[src/rtl/dmem_arb_pkg.sv]
// Shared types and constants for the dmem_arbiter slice (FSM states, default widths,
// requester indices). Optional macro DMEM_ARB_ROUND_ROBIN_EN is consumed by dmem_arb_pick.
package dmem_arb_pkg;

    localparam int AW = 16;
    localparam int DW = 32;

    localparam logic REQ_M0 = 1'b0;
    localparam logic REQ_M1 = 1'b1;

    typedef enum logic [1:0] {
        IDLE   = 2'd0,
        ACCESS = 2'd1,
        RESP   = 2'd2
    } state_t;

endpackage

[src/rtl/dmem_arb_pick.sv]
// Combinational winner select for the two-requester memory arbiter.
// Macro DMEM_ARB_ROUND_ROBIN_EN: defined = alternate on ties, undefined = m0 fixed priority.
module dmem_arb_pick
    import dmem_arb_pkg::*;
(
    input  logic m0_req,
    input  logic m1_req,
    input  logic last_served,
    output logic any_req,
    output logic winner
);

    // NOTE: every output gets a default before the branches so no latch is inferred.
    always_comb begin
        any_req = m0_req | m1_req;
        winner  = REQ_M0;
`ifdef DMEM_ARB_ROUND_ROBIN_EN
        if (m0_req && m1_req) begin
            winner = ~last_served;
        end else if (m1_req) begin
            winner = REQ_M1;
        end
`else
        if (!m0_req && m1_req) begin
            winner = REQ_M1;
        end
`endif
    end

`ifndef DMEM_ARB_ROUND_ROBIN_EN
    // Fixed priority ignores the history input; synthesis trims the upstream flop.
    logic unused_last_served;
    assign unused_last_served = last_served;
`endif

endmodule

[src/rtl/dmem_arbiter.sv]
// Two-requester arbiter/sequencer in front of a single-port data_memory.
// Tie policy selected by DMEM_ARB_ROUND_ROBIN_EN (see dmem_arb_pick).
module dmem_arbiter #(
    parameter int AW = dmem_arb_pkg::AW,
    parameter int DW = dmem_arb_pkg::DW
) (
    input  logic          clk,
    input  logic          rst,

    input  logic          m0_req,
    input  logic          m0_we,
    input  logic [AW-1:0] m0_addr,
    input  logic [DW-1:0] m0_wdata,
    output logic          m0_gnt,
    output logic          m0_rvalid,
    output logic [DW-1:0] m0_rdata,

    input  logic          m1_req,
    input  logic          m1_we,
    input  logic [AW-1:0] m1_addr,
    input  logic [DW-1:0] m1_wdata,
    output logic          m1_gnt,
    output logic          m1_rvalid,
    output logic [DW-1:0] m1_rdata,

    output logic          mem_wEn,
    output logic [AW-1:0] address,
    output logic [DW-1:0] write_data,
    input  logic [DW-1:0] read_data
);

    import dmem_arb_pkg::*;

    state_t        state_q, state_d;
    logic          we_q, we_d;
    logic [AW-1:0] addr_q, addr_d;
    logic [DW-1:0] wdata_q, wdata_d;
    logic          owner_q, owner_d;
    logic          last_served_q, last_served_d;
    logic [DW-1:0] rdata_q, rdata_d;
    logic [DW-1:0] m0_rdata_hold_q, m0_rdata_hold_d;
    logic [DW-1:0] m1_rdata_hold_q, m1_rdata_hold_d;

    logic any_req;
    logic winner;
    logic arb_en;
    logic grant;
    logic in_access;
    logic in_resp;

    dmem_arb_pick u_pick (
        .m0_req      (m0_req),
        .m1_req      (m1_req),
        .last_served (last_served_q),
        .any_req     (any_req),
        .winner      (winner)
    );

    // Grants and responses are gated by rst so an aborted cycle has no visible side effects.
    assign arb_en    = (state_q == IDLE) || (state_q == RESP);
    assign grant     = arb_en && any_req && !rst;
    assign in_access = (state_q == ACCESS) && !rst;
    assign in_resp   = (state_q == RESP) && !rst;

    assign m0_gnt    = grant && (winner == REQ_M0);
    assign m1_gnt    = grant && (winner == REQ_M1);

    assign mem_wEn    = in_access && we_q;
    assign address    = in_access ? addr_q  : '0;
    assign write_data = in_access ? wdata_q : '0;

    assign m0_rvalid = in_resp && (owner_q == REQ_M0);
    assign m1_rvalid = in_resp && (owner_q == REQ_M1);

    // Each requester sees the fresh response during its rvalid and its last value otherwise.
    assign m0_rdata = m0_rvalid ? rdata_q : m0_rdata_hold_q;
    assign m1_rdata = m1_rvalid ? rdata_q : m1_rdata_hold_q;

    always_comb begin
        state_d         = state_q;
        we_d            = we_q;
        addr_d          = addr_q;
        wdata_d         = wdata_q;
        owner_d         = owner_q;
        last_served_d   = last_served_q;
        rdata_d         = rdata_q;
        m0_rdata_hold_d = m0_rdata_hold_q;
        m1_rdata_hold_d = m1_rdata_hold_q;

        unique case (state_q)
            IDLE, RESP: begin
                if (grant) begin
                    state_d       = ACCESS;
                    we_d          = (winner == REQ_M1) ? m1_we    : m0_we;
                    addr_d        = (winner == REQ_M1) ? m1_addr  : m0_addr;
                    wdata_d       = (winner == REQ_M1) ? m1_wdata : m0_wdata;
                    owner_d       = winner;
                    last_served_d = winner;
                end else begin
                    state_d = IDLE;
                end
            end
            ACCESS: begin
                state_d = RESP;
                if (!we_q) begin
                    rdata_d = read_data;
                end
            end
            default: state_d = IDLE;
        endcase

        if (m0_rvalid) begin
            m0_rdata_hold_d = rdata_q;
        end
        if (m1_rvalid) begin
            m1_rdata_hold_d = rdata_q;
        end
    end

    // NOTE: state is updated with non-blocking assignments so every flop samples pre-edge values.
    always_ff @(posedge clk) begin
        if (rst) begin
            state_q         <= IDLE;
            we_q            <= 1'b0;
            addr_q          <= '0;
            wdata_q         <= '0;
            owner_q         <= REQ_M0;
            last_served_q   <= REQ_M1;
            rdata_q         <= '0;
            m0_rdata_hold_q <= '0;
            m1_rdata_hold_q <= '0;
        end else begin
            state_q         <= state_d;
            we_q            <= we_d;
            addr_q          <= addr_d;
            wdata_q         <= wdata_d;
            owner_q         <= owner_d;
            last_served_q   <= last_served_d;
            rdata_q         <= rdata_d;
            m0_rdata_hold_q <= m0_rdata_hold_d;
            m1_rdata_hold_q <= m1_rdata_hold_d;
        end
    end

endmodule

[config.mk]
export PLATFORM = sky130hd
export DESIGN_NAME = dmem_arbiter
export DESIGN_NICKNAME = d
export VERILOG_FILES = /design/src/rtl/dmem_arb_pkg.sv /design/src/rtl/dmem_arb_pick.sv /design/src/rtl/dmem_arbiter.sv
export SDC_FILE = /design/constraint.sdc
export NUM_CORES = 1
export LEC_CHECK = 0
export BUFFER_PORTS_ARGS = -buffer_cell sky130_fd_sc_hd__buf_2
export CAP_MARGIN = 5
export CORE_MARGIN = 1.5
export CORE_UTILIZATION = 28
export CTS_BUF_LIST = sky130_fd_sc_hd__clkbuf_2 sky130_fd_sc_hd__clkbuf_4 sky130_fd_sc_hd__clkbuf_8
export DETAILED_ROUTE_END_ITERATION = 16
export HOLD_SLACK_MARGIN = 0.02
export PLACE_DENSITY = 0.55
export SYNTH_ARGS = -nofsm -noshare
export SYNTH_HDL_FRONTEND = slang
export SYNTH_SLANG_ARGS = --single-unit
[constraint.sdc]
create_clock -name clk -period 1.79 [get_ports clk]
set_clock_uncertainty 0.15 [all_clocks]
set_input_delay 0.358 -clock clk [delete_from_list [all_inputs] [get_ports clk]]
set_output_delay 0.358 -clock clk [all_outputs]
set_load 0.02 [all_outputs]
==> metrics.txt, run 1 <==
status=complete, but fails checks; violated checks=setup timing; overall power=7.489 mW; largest cells by area after synthesis=dfxtp_1, nand2_1, and2_1; number of enable-type register cells in the synthesized netlist=0; Rel. slew slack=49.75%; core outline area=0.02109 mm^2; buffer cell driving the clock tree root=clkbuf_8; met2 usage in global routing=36.17%; CP Data Arrival Time=1.97 ns; routed wirelength normalized by instance count=16.03 um; top cell type's share of synthesized area=48.99%; drt via density=4.646; clock sinks=148; final slew viol count=0; pin count of the biggest net entering global routing=63; global-route wire length before repair=35400 um; met3 usage in global routing=5.000%; detailed-routing iteration count for the pre-antenna-repair pass=4; syn nets=852; clock latency at the later pin of the worst-skew pair=0.45 ns; Detail Placement HPWL=13280 um; Slowest cell on crit path=or4b_4; Async S/R FF share, synth=0%; met1 usage=23.41%; site row count=53; Data required, critical path=1.28 ns; clock-pin slew on the worst setup and hold paths=0.10 ns; worst supply voltage drop on vdd=0.3234 mV; number of setup violations in the final report=117; Layout area overhead=94.37%; number of cells after detailed placement=1289; most numerous cell in the Yosys netlist=nand2_1; initial drt markers=239; Routability Congestion=0.7432; number of input and output port buffers inserted=250; slowest cell delay on critical path=0.55 ns; FF+latch count, synth=148; total leakage power=5.384 nW; total congestion overflow=0; Max Cap Viol=0; DR vias=6732; number of global-route vias before repair=6935; busiest layer in global routing=met2; CTS tree=yes; Remaining DRCs=0; vertical extent of the die=150.0 um; Non-Filler Instances=1449; combined global-route utilization of all metal layers=20.30%; Achievable Freq=0.4040 GHz; cells along the critical path=or4b_4, buf_12, clkinv_16, nand2_1, nand2_1, buf_4; portion of the clock cycle consumed by the worst path in the final layout=138.3%; number of nets in the final layout=1294; die width=150.0 um; synthesized netlist cell count=718; unrepaired setup endpoints after global routing=true; Hold/Removal Path Class=in -> reg; post-synthesis instance area=0.006048 mm^2; initial antenna violation count=1; number of inserted filler cells in the final layout=1850; Slew @ Worst Pin=0.7537 ns; fin util=55.75%; leading post-synthesis cells by instance count=nand2_1, dfxtp_1, and2_1; top fanout value on the critical path=33; synth warn=0; CTS buffer count=17; post-synthesis sequential area ratio=48.99%; effective utilization at floorplan=28.68%; cell taking the most area after synthesis=dfxtp_1; fraction of layout cells with a size suffix above 1=56.27%; top-level I/O count=251; Worst Setup Path Type=reg -> out; most frequent CP cell=nand2_1; power density cells=637.0 mW/mm^2; post-route antenna net violation count=0; Unique masters post-synth=27; min setup slack post-route=-0.6854 ns; clock period minus worst slack=2.475 ns; total routed wirelength=23220 um; kind of start point of the critical path=flop; element type at the critical path end=output pin; final count of hold timing violations=0; maximum level of the CTS H-tree=4; Clock Tree Buf Depth=2; floorplan die area=0.02249 mm^2; Most used DFF post-synth=dfxtp_1; Avg Synthesized Cell Area=8.424 um^2
## critical path: cells and delay by family, from the launching register on
kind	cells	cell delay [ns]
buffers and inverters	3	0.41
AND/OR/NAND/NOR	3	0.74
flip-flops	1	0.32
## area by class of cell
cell class	instances	area, um^2	area share, %
Tap cell	275	344.1	2.927
Clock buffer	19	255.2	2.171
Multi-Input combinational cell	513	3750	31.90
Clock inverter	13	172.7	1.469
Inverter	3	42.54	0.3619
Timing Repair Buffer	477	4225	35.94
Sequential cell	148	2964	25.21
Antenna cell	1	2.502	0.02129
## cells in the final DEF (no fill, tap or decap), types with 36 or more instances in the layout
cell,instances
dlygate4sd3_1,90
a21oi_1,68
buf_6,87
nand2_4,85
a221o_1,36
dfxtp_1,147
buf_2,144
nand2_1,87
buf_4,125
and2_1,55
nand2_2,83
## sequential cells by signal (all words and copies together), names as in the netlist
signal / count
m1_rdata_hold_q: 32
wdata_q: 32
addr_q: 16
m0_rdata_hold_q: 32
owner_q: 1
we_q: 1
state_q: 2
rdata_q: 32
## stage by stage
| stage | hold slack, ns | cell area, um^2 | setup slack (ns) | setup TNS, ns |
|---|---|---|---|---|
| after CTS | 0.02026 | 11440 | -0.7258 | -67.70 |
| after global routing | 0.03537 | 11760 | -0.7653 | -72.61 |
| after floorplan | 0.2742 | 6360 | -0.1223 | -3.044 |
| after detailed placement | 0.2910 | 8577 | -0.4051 | -36.48 |
| final | 0.05021 | 11760 | -0.6854 | -62.65 |
| after global placement | 0.2859 | 8577 | -0.3871 | -37.41 |
## worst paths after layout
| path | slack, ns | start | depth (start not counted) | endpoint |
|---|---|---|---|---|
| hold reg to reg | 0.31 | addr_q[15] | 1 | addr_q[15] |
| hold / removal | 0.05 | m0_addr[10] | 3 | addr_q[10] |
| setup / recovery | -0.69 | owner_q | 6 | m0_rdata[0] |
| setup reg to reg | 0.03 | owner_q | 6 | m0_rdata_hold_q[24] |
## logic make-up after synthesis
logic type,synth area share (%)
simple gates,27.22
buf+inv,4.220
compound gates,19.57
flops,48.99
## per-layer routing
layer	vias to the layer above	routed length [um]
li1	3284	-
met1	3185	9614
met2	225	11710
met3	38	1420
met4	0	473
met5	-	0
## where the power goes
group / internal, mW / leakage (nW) / switching [mW] / total [mW]
sequential: 3.43 / 1.21 / 0.110 / 3.54
clock: 1.46 / 0.209 / 1.39 / 2.85
combinational: 0.610 / 3.97 / 0.489 / 1.10
total: 5.50 / 5.38 / 1.99 / 7.49
## repair_timing
action / 4_1_cts / 5_1_grt
setup endpoints to repair: 121 / 136
gates resized for setup: 318 / 84
hold endpoints to repair: 71 / 0
buffers inserted: 24 / 4
cloned: 10 / 4
hold buffers: 90 / 0
pin swaps: 34 / 10
Power figures use the tool's default switching activity.
==> inputs of run 2 (changes only) <==
- PLACE_DENSITY: 0.55 -> 0.58
==> run 2 against run 1 <==
The flow still finishes with violations (setup timing). Global-route usage fell by 0.32 points. Combinational power rose by 19%. Count of clock-buffer cells in the layout rose by 2. Critical path type unchanged. Critical endpoint is now m0_rdata[4].
==> metrics.txt, run 2 (same netlist as run 1, synthesis figures left out) <==
Achievable Freq=0.4076 GHz (+0.89%); maximum level of the CTS H-tree=4 (unchanged); Max Cap Viol=0 (unchanged); count of antenna diodes in the layout=0 (-1); worst supply voltage drop on vdd=0.4219 mV (+30%); clock latency at the later pin of the worst-skew pair=0.45 ns (about the same); busiest layer in global routing=met2; pin count of the biggest net entering global routing=50 (-21%); effective utilization at floorplan=28.68% (unchanged); routed wirelength normalized by instance count=17.17 um (+7.1%); kind of start point of the critical path=flop; Routability Congestion=0.7596 (+2.2%); Remaining DRCs=0 (unchanged); Reg-to-Reg Start=state_q[0]; number of setup violations in the final report=197 (+68%); status=complete, but fails checks; leading cell types in the layout, fill and taps excluded=dfxtp_1, buf_2, buf_6; final count of hold timing violations=0 (unchanged); total leakage power=5.606 nW (+4.1%); Rel. slew slack=50.57% (+0.81 points); Slew @ Worst Pin=0.7415 ns (-0.01222 ns); min setup slack post-route=-0.6635 ns (+0.02196 ns); portion of the clock cycle consumed by the worst path in the final layout=137.1% (-1.2 points); CP Data Arrival Time=1.95 ns (-0.02 ns); floorplan die area=0.02249 mm^2 (unchanged); violated checks=setup timing; top-level I/O count=251 (unchanged); die width=150.0 um (unchanged); number of input and output port buffers inserted=250 (unchanged); hold_sp=m0_we; detailed-routing iteration count for the pre-antenna-repair pass=4 (unchanged); fraction of layout cells with a size suffix above 1=65.46% (+9.2 points); top fanout value on the critical path=7 (-79%); number of global-route vias before repair=6866 (-0.99%); met2 usage in global routing=35.25% (-0.92 points); DR vias=6905 (+2.6%); post-route antenna net violation count=0 (unchanged); drt via density=4.733 (+1.9%); buffer cell driving the clock tree root=clkbuf_8; met1 usage=23.49% (+0.080 points); Layout area overhead=107.4%; global-route wire length before repair=34850 um (-1.5%); clock sinks=148 (unchanged); number of cells after detailed placement=1283 (-0.47%); clock-pin slew on the worst setup and hold paths=0.09 ns (about the same); Data required, critical path=1.28 ns (about the same); total congestion overflow=0 (unchanged); clock period minus worst slack=2.453 ns (-0.02196 ns); overall power=7.576 mW (+1.2%); final slew viol count=0 (unchanged); CTS tree=yes; initial drt markers=184 (-23%); Non-Filler Instances=1459 (+0.69%); met3 usage in global routing=4.512% (-0.49 points); combined global-route utilization of all metal layers=19.98% (-0.32 points); fin util=59.50% (+3.7 points); total routed wirelength=25050 um (+7.9%); unrepaired setup endpoints after global routing=true; launching instance or port of the critical path=owner_q; power density cells=603.8 mW/mm^2 (-5.2%); Worst Setup Path Type=reg -> out; initial antenna violation count=0 (-1); Clock Tree Buf Depth=2 (unchanged); Hold/Removal Path Class=in -> reg; Detail Placement HPWL=13200 um (-0.67%); site row count=53 (unchanged); element type at the critical path end=output pin; CTS buffer count=17 (unchanged); number of nets in the final layout=1305 (+0.85%); vertical extent of the die=150.0 um (unchanged); core outline area=0.02109 mm^2 (unchanged); leading cell type in the layout, fill and taps excluded=dfxtp_1
run 2: worst paths after layout:
path | to | slack [ns] | cells after the start
worst min register to register | wdata_q[2] | 0.33 | 1
worst max-delay path | m0_rdata[4] | -0.66 | 6
worst min-delay path | we_q | 0.07 | 3
worst max register to register | wdata_q[31] | -0.17 | 11
run 2: cell type report:
| type | instances | area, um^2 |
|---|---|---|
| clock inverter | 11 | 117.6 |
| timing repair buffer | 488 | 4644 |
| fill | 1714 | 8541 |
| inverter | 3 | 33.78 |
| clock buffer | 21 | 282.8 |
| tap | 275 | 344.1 |
| multi-input combinational | 513 | 4159 |
| sequential | 148 | 2965 |
run 2: layer usage:
layer | up-vias | part of all wire (%)
met3 | 42 | 5.1
met1 | 3313 | 42
met5 | - | 0
met4 | 0 | 2.4
met2 | 231 | 51
li1 | 3319 | -
run 2: power breakdown:
group	leakage [nW]	internal (mW)	switching [mW]
logic	4.20	0.737	0.576
registers	1.21	3.43	0.144
clock network	0.199	1.26	1.43
total	5.61	5.43	2.15
run 2: through the flow:
stage / setup TNS, ns / setup slack, ns / hold slack (ns) / area, um^2
after floorplan: -3.044 / -0.1223 / 0.2742 / 6360
after global placement: -29.43 / -0.3504 / 0.2856 / 8569
after detailed placement: -31.22 / -0.3653 / 0.2903 / 8569
after CTS: -77.59 / -0.6970 / 0.02075 / 11480
after global routing: -87.77 / -0.7384 / 0.03425 / 12550
final: -73.86 / -0.6635 / 0.06726 / 12550
run 2: repair_timing:
action | CTS | global route
buffers inserted | 33 | 10
hold buffers | 86 | 0
gates resized for setup | 373 | 213
pin swaps | 89 | 67
hold endpoints to repair | 69 | 0
setup endpoints to repair | 117 | 200
cloned | 8 | 14
run 2: worst max-delay path, cell delays in order (launching register included):
cell and delay [ns]:
dfxtp_2 0.34, or4b_4 0.59, clkinv_8 0.13, clkbuf_16 0.19, nand2_2 0.08, nand2_4 0.06
buf_6 0.11
==> inputs of run 3 (changes only) <==
- BUFFER_PORTS_ARGS: -buffer_cell sky130_fd_sc_hd__buf_2 -> -buffer_cell sky130_fd_sc_hd__buf_4
- CORE_UTILIZATION: 28 -> 45
- PLACE_DENSITY: 0.58 -> 0.84
==> run 3 against run 2 <==
The flow still finishes with violations (setup timing). Design area barely moved. Non-clock buffer count fell by 9. Clock power rose by 9.7%. Critical path type unchanged. Sequential share of layout area barely moved. Sequential cell count did not move. Sequential power rose by 1%. Die area fell by 37%. Wire length rose by 47%. Fmax fell by 6.1%. Count of clock-buffer cells in the layout fell by 1.
==> metrics.txt, run 3 (same netlist as run 1, synthesis figures left out) <==
unrepaired setup endpoints after global routing=true; site row count=42 (-21%); min setup slack post-route=-0.8236 ns (-0.1601 ns); element type at the critical path end=output pin; Detail Placement HPWL=13150 um (-0.35%); global-route wire length before repair=44910 um (+29%); cells along the critical path=or4b_4, buf_12, nand2_1, nand2_2, buf_6; number of global-route vias before repair=8397 (+22%); fraction of layout cells with a size suffix above 1=60.90% (-4.6 points); hold slack=0.01520 ns (-0.05206 ns); worst supply voltage drop on vdd=0.4688 mV (+11%); slowest cell delay on critical path=0.63 ns (+0.04 ns); floorplan die area=0.01415 mm^2 (-37%); Worst Setup Path Type=reg -> out; buffer cell driving the clock tree root=clkbuf_8; switching part of the total power=29.12% (+0.80 points); die width=118.9 um (-21%); number of cells after detailed placement=1185 (-7.6%); Non-Filler Instances=1356 (-7.1%); relative contribution of combinational cells to total power=16.4% (-0.9 points); drt via density=6.240 (+32%); setup slack after placement=-0.3909 ns (-0.02553 ns); number of setup violations in the final report=166 (-16%); top fanout value on the critical path=19 (+12); CP Data Arrival Time=2.11 ns (+0.16 ns); Data required, critical path=1.28 ns (about the same); part of the total power dissipated in the clock network=37.5% (+2.1 points); leading cell types in the layout, fill and taps excluded=buf_4, buf_6, dfxtp_1; top-level I/O count=251 (unchanged); Max Cap Viol=0 (unchanged); clock-pin slew on the worst setup and hold paths=0.10 ns (about the same); vertical extent of the die=118.9 um (-21%); combined global-route utilization of all metal layers=41.39% (+21 points); Hold/Removal Path Class=in -> reg; clock period minus worst slack=2.614 ns (+0.1601 ns); number of input and output port buffers inserted=250 (unchanged); pin count of the biggest net entering global routing=81 (+62%); effective utilization at floorplan=45.85% (+17 points); Clock Tree Buf Depth=2 (unchanged); kind of start point of the critical path=flop; Rel. slew slack=24.18% (-26 points); initial drt markers=1044 (+470%); CTS buffer count=17 (unchanged); CTS tree=yes; power density cells=625.7 mW/mm^2 (+3.6%); initial antenna violation count=3 (+3); number of nets in the final layout=1300 (-0.38%); Achievable Freq=0.3826 GHz (-6.1%); portion of total power attributed to sequential cells=46.1% (-1.1 points); core outline area=0.01319 mm^2 (-37%); number of inserted filler cells in the final layout=321 (-81%); maximum level of the CTS H-tree=4 (unchanged); Routability Congestion=0.8360 (+10%); fin util=95.21% (+36 points); final slew viol count=0 (unchanged); Remaining DRCs=0 (unchanged); Slew @ Worst Pin=1.137 ns (+0.3957 ns); final count of hold timing violations=0 (unchanged); leading cell type in the layout, fill and taps excluded=buf_4; status=complete, but fails checks; cell-internal power=5.569 mW (+2.6%); Worst Path Buf+Inv=2 (-1); portion of the clock cycle consumed by the worst path in the final layout=146.0% (+8.9 points); DR vias=8462 (+23%); detailed-routing iteration count for the pre-antenna-repair pass=6 (+2); clock sinks=148 (unchanged); clock latency at the later pin of the worst-skew pair=0.50 ns (+0.05 ns); total negative slack=-76.64 ns (-2.785 ns); Slowest cell on crit path=or4b_4; total routed wirelength=36700 um (+47%); post-route antenna net violation count=0 (unchanged); net load switching power=2.288 mW (+6.6%); routed wirelength normalized by instance count=27.07 um (+58%); Layout area overhead=107.6% (about the same); violated checks=setup timing; total congestion overflow=0 (unchanged); total leakage power=6.012 nW (+7.2%); family with the most delay on the worst path=simple AND/OR/NAND/NOR gates
==> run 3: cell types whose count changed in the layout (fill, tap and decap cells not counted), moves of 7 or more <==
cell,delta
buf_2,-135
buf_4,+128
nand2_2,-43
buf_6,+31
nand2_1,+29
and2_1,+19
and2_4,-19
a21oi_2,-13
clkbuf_16,-12
dlygate4sd3_1,-12
o2bb2ai_1,+10
o2bb2ai_2,-10
nand2_8,+8
a21oi_1,+7
==> run 3: layer usage <==
metal / part of all wire [%] / vias up / GRT usage [%]
li1: - / 3304 / -
met1: 31 / 3967 / 41.02
met2: 47 / 830 / 75.36
met3: 11 / 359 / 10.68
met4: 11 / 2 / 28.69
met5: 0.035 / - / 0
==> run 3: path summary, 6_finish.rpt <==
check | cells past startpoint | slack (ns) | startpoint | to
worst min-delay path | 3 | 0.02 | m0_we | we_q
worst max-delay path | 5 | -0.82 | owner_q | m0_rdata[6]
worst min register to register | 1 | 0.35 | addr_q[9] | addr_q[9]
worst max register to register | 6 | -0.24 | state_q[0] | rdata_q[15]
==> run 3: final cells by class <==
type / instances / area (um^2) / area share [%]
Timing Repair inverter: 4 / 106.4 / 0.8469
Timing Repair Buffer: 479 / 4671 / 37.19
Sequential cell: 148 / 2967 / 23.62
Multi-Input combinational cell: 513 / 4126 / 32.86
Inverter: 3 / 45.04 / 0.3587
Clock buffer: 20 / 269.0 / 2.142
Antenna cell: 1 / 2.502 / 0.01993
Tap cell: 176 / 220.2 / 1.754
Clock inverter: 12 / 151.4 / 1.206
==> run 3: repair_timing <==
item                       CTS  global route
setup buffers               40            29
setup endpoints to repair  122           179
hold endpoints to repair    69             0
hold buffers                74             0
gates resized for setup    320           160
pin swaps                   94            71
gates cloned                13             3
==> run 3: power groups by stage <==
stage          Sequential (mW)  Combinational (mW)  Clock [mW]
2_1_floorplan             3.58               0.405           0
3_3_place_gp              3.60               0.804           0
3_5_place_dp              3.60               0.824           0
4_1_cts                   3.56                1.14        2.78
5_1_grt                   3.62                1.33        3.02
6_report                  3.62                1.29        2.95
==> run 3: tightest hold or removal path: cells and delay by family <==
kind / cells / cell delay (ns)
simple gates: 1 / 0.10
compound gates: 1 / 0.10
buf+inv: 1 / 0.07
==> run 3: metrics by stage <==
stage / area (um^2) / total power, mW
CTS: 11940 / 7.471
finish: 12560 / 7.858
global route: 12560 / 7.965
floorplan: 6360 / 3.981
global placement: 9020 / 4.405
detailed placement: 9020 / 4.424
